**src/rtl/param_sequence_detector_pkg.sv**
```systemverilog
// Shared types and helpers for the programmable sequence detector.
package seqdet_pkg;

  typedef enum logic {
    IDLE,
    ARMED
  } state_t;

  // Width needed to hold a pattern length in the range 0..pat_w.
  function automatic int len_width(input int pat_w);
    return $clog2(pat_w + 1);
  endfunction

endpackage

```
**src/rtl/param_sequence_detector_if.sv**
```systemverilog
// Serial data, configuration and match-status signals of the detector.
interface param_sequence_detector_if
  import seqdet_pkg::*;
#(
  parameter int PAT_W = 8,
  parameter int CNT_W = 8
);
  localparam int LEN_W = len_width(PAT_W);

  logic             X;
  logic             x_valid;
  logic             cfg_load;
  logic [PAT_W-1:0] cfg_pattern;
  logic [LEN_W-1:0] cfg_len;
  logic             cfg_overlap;
  logic             cfg_err;
  logic             armed;
  logic             Y;
  logic             Y_reg;
  logic [CNT_W-1:0] match_count;
  logic             count_sat;

  modport master (
    output X, x_valid, cfg_load, cfg_pattern, cfg_len, cfg_overlap,
    input  cfg_err, armed, Y, Y_reg, match_count, count_sat
  );

  modport slave (
    input  X, x_valid, cfg_load, cfg_pattern, cfg_len, cfg_overlap,
    output cfg_err, armed, Y, Y_reg, match_count, count_sat
  );
endinterface

```
**src/rtl/param_sequence_detector_sat_counter.sv**
```systemverilog
// Saturating up-counter with synchronous clear.
module sat_counter #(
  parameter int W = 8
) (
  input  logic         clk,
  input  logic         rst,
  input  logic         clr,
  input  logic         inc,
  output logic [W-1:0] count,
  output logic         sat
);

  assign sat = &count;

  // Count up on inc, hold at all-ones; rst and clr zero the count.
  always_ff @(posedge clk) begin
    if (rst || clr) begin
      count <= '0;
    end else if (inc && !sat) begin
      count <= count + 1'b1;
    end
  end

endmodule

```
**src/rtl/param_sequence_detector.sv**
```systemverilog
// Programmable serial bit-pattern detector with Mealy/Moore match flags
// and a saturating match counter.
module param_sequence_detector
  import seqdet_pkg::*;
#(
  parameter int PAT_W = 8,
  parameter int CNT_W = 8
) (
  input logic                      clk,
  input logic                      rst,
  param_sequence_detector_if.slave bus
);
  localparam int LEN_W = len_width(PAT_W);

  state_t           state, state_nxt;
  logic [PAT_W-1:0] pat_q;
  logic [LEN_W-1:0] len_q;
  logic             ovl_q;
  // The newest bit comes from X, so PAT_W-1 stored bits cover the longest pattern.
  logic [PAT_W-2:0] hist_q;
  logic [LEN_W-1:0] fill_q;
  logic [LEN_W-1:0] fill_nxt;
  logic [LEN_W:0]   fill_inc;
  logic [PAT_W-1:0] mask;
  logic [PAT_W-1:0] cand;
  logic             cfg_legal;
  logic             cfg_take;
  logic             shift_en;
  logic             eq;
  logic             y;

  assign cfg_legal = (bus.cfg_len != '0) && (bus.cfg_len <= LEN_W'(PAT_W));
  assign cfg_take  = bus.cfg_load && cfg_legal;
  assign shift_en  = (state == ARMED) && bus.x_valid && !bus.cfg_load;
  assign cand      = {hist_q, bus.X};
  assign fill_inc  = {1'b0, fill_q} + 1'b1;

  // Compare the newest len bits against the stored pattern and gate the match.
  always_comb begin
    mask = '0;
    for (int unsigned i = 0; i < PAT_W; i++) begin
      mask[i] = (LEN_W'(i) < len_q);
    end
    eq = (((cand ^ pat_q) & mask) == '0);
    y  = shift_en && eq && (fill_inc >= {1'b0, len_q});

    fill_nxt = (fill_q == LEN_W'(PAT_W)) ? fill_q : fill_inc[LEN_W-1:0];
    if (y && !ovl_q) begin
      fill_nxt = '0;
    end
  end

  // Next-state: a legal load always arms; nothing else leaves the current state.
  always_comb begin
    state_nxt = state;
    if (cfg_take) begin
      state_nxt = ARMED;
    end
  end

  // State register.
  always_ff @(posedge clk) begin
    if (rst) begin
      state <= IDLE;
    end else begin
      state <= state_nxt;
    end
  end

  // Configuration, history, fill tracking and registered flags.
  always_ff @(posedge clk) begin
    if (rst) begin
      pat_q       <= '0;
      len_q       <= '0;
      ovl_q       <= 1'b0;
      hist_q      <= '0;
      fill_q      <= '0;
      bus.Y_reg   <= 1'b0;
      bus.cfg_err <= 1'b0;
    end else begin
      bus.Y_reg   <= y;
      bus.cfg_err <= bus.cfg_load && !cfg_legal;
      if (cfg_take) begin
        pat_q  <= bus.cfg_pattern;
        len_q  <= bus.cfg_len;
        ovl_q  <= bus.cfg_overlap;
        hist_q <= '0;
        fill_q <= '0;
      end else if (shift_en) begin
        hist_q <= cand[PAT_W-2:0];
        fill_q <= fill_nxt;
      end
    end
  end

  sat_counter #(
    .W (CNT_W)
  ) u_match_cnt (
    .clk   (clk),
    .rst   (rst),
    .clr   (cfg_take),
    .inc   (y),
    .count (bus.match_count),
    .sat   (bus.count_sat)
  );

  assign bus.Y     = y;
  assign bus.armed = (state == ARMED);

endmodule
```
**src/flat_wrapper.sv**
```systemverilog
// flat-port wrapper written by rule: the top's interface ports become plain ports
module param_sequence_detector_flat import seqdet_pkg::*;
#(
  parameter int PAT_W = 8,
  parameter int CNT_W = 8
)
  (clk, rst, bus_X, bus_x_valid, bus_cfg_load, bus_cfg_pattern, bus_cfg_len, bus_cfg_overlap, bus_cfg_err, bus_armed, bus_Y, bus_Y_reg, bus_match_count, bus_count_sat);
  param_sequence_detector_if #(.PAT_W(PAT_W), .CNT_W(CNT_W)) bus_i ();
  input logic clk;
  input logic rst;
  input wire logic [$bits(bus_i.X)-1:0] bus_X;
  input wire logic [$bits(bus_i.x_valid)-1:0] bus_x_valid;
  input wire logic [$bits(bus_i.cfg_load)-1:0] bus_cfg_load;
  input wire logic [$bits(bus_i.cfg_pattern)-1:0] bus_cfg_pattern;
  input wire logic [$bits(bus_i.cfg_len)-1:0] bus_cfg_len;
  input wire logic [$bits(bus_i.cfg_overlap)-1:0] bus_cfg_overlap;
  output wire logic [$bits(bus_i.cfg_err)-1:0] bus_cfg_err;
  output wire logic [$bits(bus_i.armed)-1:0] bus_armed;
  output wire logic [$bits(bus_i.Y)-1:0] bus_Y;
  output wire logic [$bits(bus_i.Y_reg)-1:0] bus_Y_reg;
  output wire logic [$bits(bus_i.match_count)-1:0] bus_match_count;
  output wire logic [$bits(bus_i.count_sat)-1:0] bus_count_sat;
  assign bus_i.X = bus_X;
  assign bus_i.x_valid = bus_x_valid;
  assign bus_i.cfg_load = bus_cfg_load;
  assign bus_i.cfg_pattern = bus_cfg_pattern;
  assign bus_i.cfg_len = bus_cfg_len;
  assign bus_i.cfg_overlap = bus_cfg_overlap;
  assign bus_cfg_err = bus_i.cfg_err;
  assign bus_armed = bus_i.armed;
  assign bus_Y = bus_i.Y;
  assign bus_Y_reg = bus_i.Y_reg;
  assign bus_match_count = bus_i.match_count;
  assign bus_count_sat = bus_i.count_sat;
  param_sequence_detector #(.PAT_W(PAT_W), .CNT_W(CNT_W)) u_core (.clk(clk), .rst(rst), .bus(bus_i));
endmodule
```
**config.mk**
```make
export PLATFORM = sky130hd
export DESIGN_NAME = param_sequence_detector_flat
export DESIGN_NICKNAME = d
export VERILOG_FILES = /design/src/rtl/param_sequence_detector_pkg.sv /design/src/rtl/param_sequence_detector_if.sv /design/src/rtl/param_sequence_detector_sat_counter.sv /design/src/rtl/param_sequence_detector.sv /design/src/flat_wrapper.sv
export SDC_FILE = /design/constraint.sdc
export NUM_CORES = 1
export LEC_CHECK = 0
export BUFFER_PORTS_ARGS = -buffer_cell sky130_fd_sc_hd__buf_2
export CORE_MARGIN = 2
export CORE_UTILIZATION = 50
export CTS_BUF_LIST = sky130_fd_sc_hd__clkbuf_8
export CTS_CLUSTER_DIAMETER = 60
export CTS_CLUSTER_SIZE = 8
export DETAILED_ROUTE_END_ITERATION = 10
export PLACE_DENSITY = 0.72
export SLEW_MARGIN = 15
export SYNTH_ARGS = -nofsm -noshare
export SYNTH_HDL_FRONTEND = slang
export SYNTH_SLANG_ARGS = --single-unit
```
**constraint.sdc**
```tcl
create_clock -name clk -period 3.2 [get_ports clk]
set_input_delay 0.48 -clock clk [delete_from_list [all_inputs] [get_ports clk]]
set_output_delay 0.48 -clock clk [all_outputs]
set_load 0.03 [all_outputs]
```
==> key figures <==
Floorplan
  – Die ar.: a little over 4000 um2
  – Die Ht: between 60 and 70 um
  – CORE AREA: approximately 3400 um2
  – Boundary Pins: 31
  – # rows: 21
  – Width of the die: 63.7 um
  – Initial Utilization: a little over half

Yosys
  – Synthesized net count: approximately 230
  – Most instantiated cells after synthesis: 35 x dfxtp_1, 21 x nand2_1, 19 x nor2_1
  – Synth area leader: dfxtp_1
  – Cells after Synth: ~210
  – Yosys warns: 0
  – Post-synth EDFFs: 0
  – Top-area cell type share of the netlist area: roughly two fifths
  – Distinct cells, synth: 39
  – Largest cells by area after synthesis: dfxtp_1 39%, mux2i_1 7.9%, ha_1 4.9%, a21oi_1 4.5%, nand2_1 4.4%
  – Sequential element share of the synthesized area: slightly below 40%
  – Cell Area, Synth: 1780 um2
  – Synth async-reset ratio: 0%
  – Synthesized flop and latch total: 35
  – Most common cell in the synthesized netlist: dfxtp_1
  – Syn Area/Cell: 8.55 um2
  – Main synth FF type: dfxtp_1

Drt
  – Post-route ant nets: 0
  – WL per Instance: around 13 um
  – Routed wire length: between 3000 and 4000 um
  – Drt initial violations: roughly 100
  – DRC Markers: 0
  – Drt pass-1 iters: 4
  – Via count: ~1500
  – Vias per inst: 5.43

Global routing
  – Initial antenna violation count: 0
  – First-pass GRT wire length: 6600 um
  – Vias in the first global route: between 1000 and 1500
  – Largest net degree at the start of global routing: 19
  – Overflow after GRT: 0
  – Gr usage total: around a fifth

Setup path
  – Crit path largest cell delay: between 400 and 500 ps
  – Crit-path max FO: 11
  – Critical path, cell by cell: inv_1 -> ha_1 -> ha_1 -> a21o_1 -> a21oi_1 -> o21a_1 -> nor2_1 -> buf_2
  – Worst path bufs/invs: 2
  – CP delay by family, top: compound AO/OA/AOI/OAI gates
  – CP max stage cell: dfxtp_1
  – Crit end category: output pin
  – Critical Path Most Common Cell: ha_1
  – Crit Path Class: reg2out
  – Worst EP arrival: between 2000 and 2500 ps
  – Crit path launch type: flop
  – Required time of the critical path: 2720 ps

Timing
  – Skew final: ~5.4 ps
  – Final setup vio count: 0
  – Final Hold Fails: 0
  – Max-slew violation count: 0
  – Worst-Margin Slew: roughly 630 ps
  – RSZ-0062 raised after global routing: false
  – Slew HR: 58.0%
  – Tmin final: 2830 ps
  – Setup TNS: 0 ps
  – Period Utilization, post-route: about nine tenths
  – Max Freq: between 300 and 400 MHz

Layout
  – Net count, final: 262
  – Biggest regs: u_core.pat_q x8, u_core.u_match_cnt.count x8, u_core.hist_q x7
  – # diodes: 0
  – Final core area utilization: 60.5%
  – Synthesis-to-finish area growth: 15.3%
  – Layout cells sized above 1: 18.1%

CTS
  – Reg clk slew, reported paths: around 70 ps
  – CTS tree: yes
  – Number of CTS-inserted buffers: 5
  – Postcts setup bufs: 0
  – H-Tree Depth: 2
  – # clock sinks: 35
  – Post-CTS sizing: 0
  – CTS root buffer: clkbuf_8
  – Worst-Skew Late Latency: roughly 300 ps
  – Post-CTS Hold Fix Bufs: 0
  – Clk buf depth: 2

Placement
  – Port buffer count: 30
  – GPL Wtd Cong: between 0.8 and 0.9
  – Half-perimeter wire length after placement: approximately 2800 um

Hold path
  – Worst Hold Class: in2reg

Power and ir drop
  – P_leak: between 0.8 and 0.9 nW
  – Power density cells: 437 nW/um2
  – Worst vdd ir: approximately 0.00032 V

Flow run
  – Max-cap violations: 0

Outcome
  – Status: completed
[worst reg2reg max path, cell delays in order (launching register included)]
cell and delay [ps]:
dfxtp_1 420, inv_1 70, ha_1 310, ha_1 280, a21o_1 150, a21oi_1 180, o21a_1 330, nor3_1 170
a2111oi_0 280
[worst paths after layout]
| kind | slack, ps | from | cells after the start | to |
|---|---|---|---|---|
| setup / recovery | 370 | u_core.fill_q[0]$_SDFFE_PP0P_ | 8 | bus_Y |
| hold / removal | 410 | bus_cfg_pattern[4] | 3 | u_core.pat_q[4]$_SDFFE_PP0P_ |
| setup reg to reg | 910 | u_core.fill_q[0]$_SDFFE_PP0P_ | 8 | u_core.fill_q[0]$_SDFFE_PP0P_ |
| hold reg to reg | 470 | u_core.hist_q[6]$_SDFFE_PP0P_ | 2 | u_core.hist_q[6]$_SDFFE_PP0P_ |
[where the power goes]
group | switching (mW) | internal, mW
sequential | 0.0109 | 0.447
combinational | 0.0556 | 0.0383
clock | 0.170 | 0.176
total | 0.237 | 0.660
[metrics by stage]
step	total power [mW]	worst slack [ps]	hold slack [ps]	cell area (um2)	std cells
after global routing	0.938	175	417	2050	284
final	0.897	372	413	2050	284
after floorplan	0.532	716	450	1780	208
after global placement	0.561	751	460	1950	276
after detailed placement	0.562	692	468	1950	276
after CTS	0.907	361	401	2050	284
[cell families (layout without fill, tap and decap cells)]
group | count (synthesis) | after routing | synth area share (%)
compound gates | 46 | 46 | 16.7
xor+xnor | 10 | 10 | 4.92
fa+ha+maj | 7 | 7 | 4.92
buf+inv | 19 | 49 | 4.92
flops | 35 | 35 | 39.4
mux | 14 | 14 | 7.88
simple gates | 77 | 77 | 21.2
[metal layers]
metal / global-route usage (%) / vias up / routed length, um
li1: - / 804 / -
met1: 26.2 / 704 / 1730
met2: 33.7 / 27 / 1810
met3: 5.36 / 7 / 165
met4: 11.4 / 0 / 77
met5: 0 / - / 0
[placed cells by master, fill, tap and decap left out, drive strengths merged, types with 2 or more instances in the layout]
cell type / Yosys / layout
o21ai: 5 / 5
or2: 3 / 3
mux2i: 14 / 14
inv: 8 / 8
nand4: 5 / 5
buf: 4 / 33
a211oi: 2 / 2
nor3b: 2 / 2
xor2: 5 / 5
nor2: 19 / 19
nand3: 7 / 7
a31oi: 4 / 4
a41oi: 2 / 2
nor4b: 2 / 2
a21oi: 16 / 16
or4: 3 / 3
nand2: 21 / 21
clkbuf: 7 / 6
ha: 7 / 7
nor3: 6 / 6
dfxtp: 35 / 35
o31ai: 8 / 8
xnor2: 5 / 5
nand2b: 6 / 6
o21a: 2 / 2
[layout make-up]
type,count,area (um2)
flip-flops and latches,35,701
clock inverters,2,16.3
well taps,46,57.6
inverters,8,30.0
fillers,310,1340
repair buffers,33,173
multi-input cells,154,991
clock buffers,6,82.6
Power figures use the tool's default switching activity.
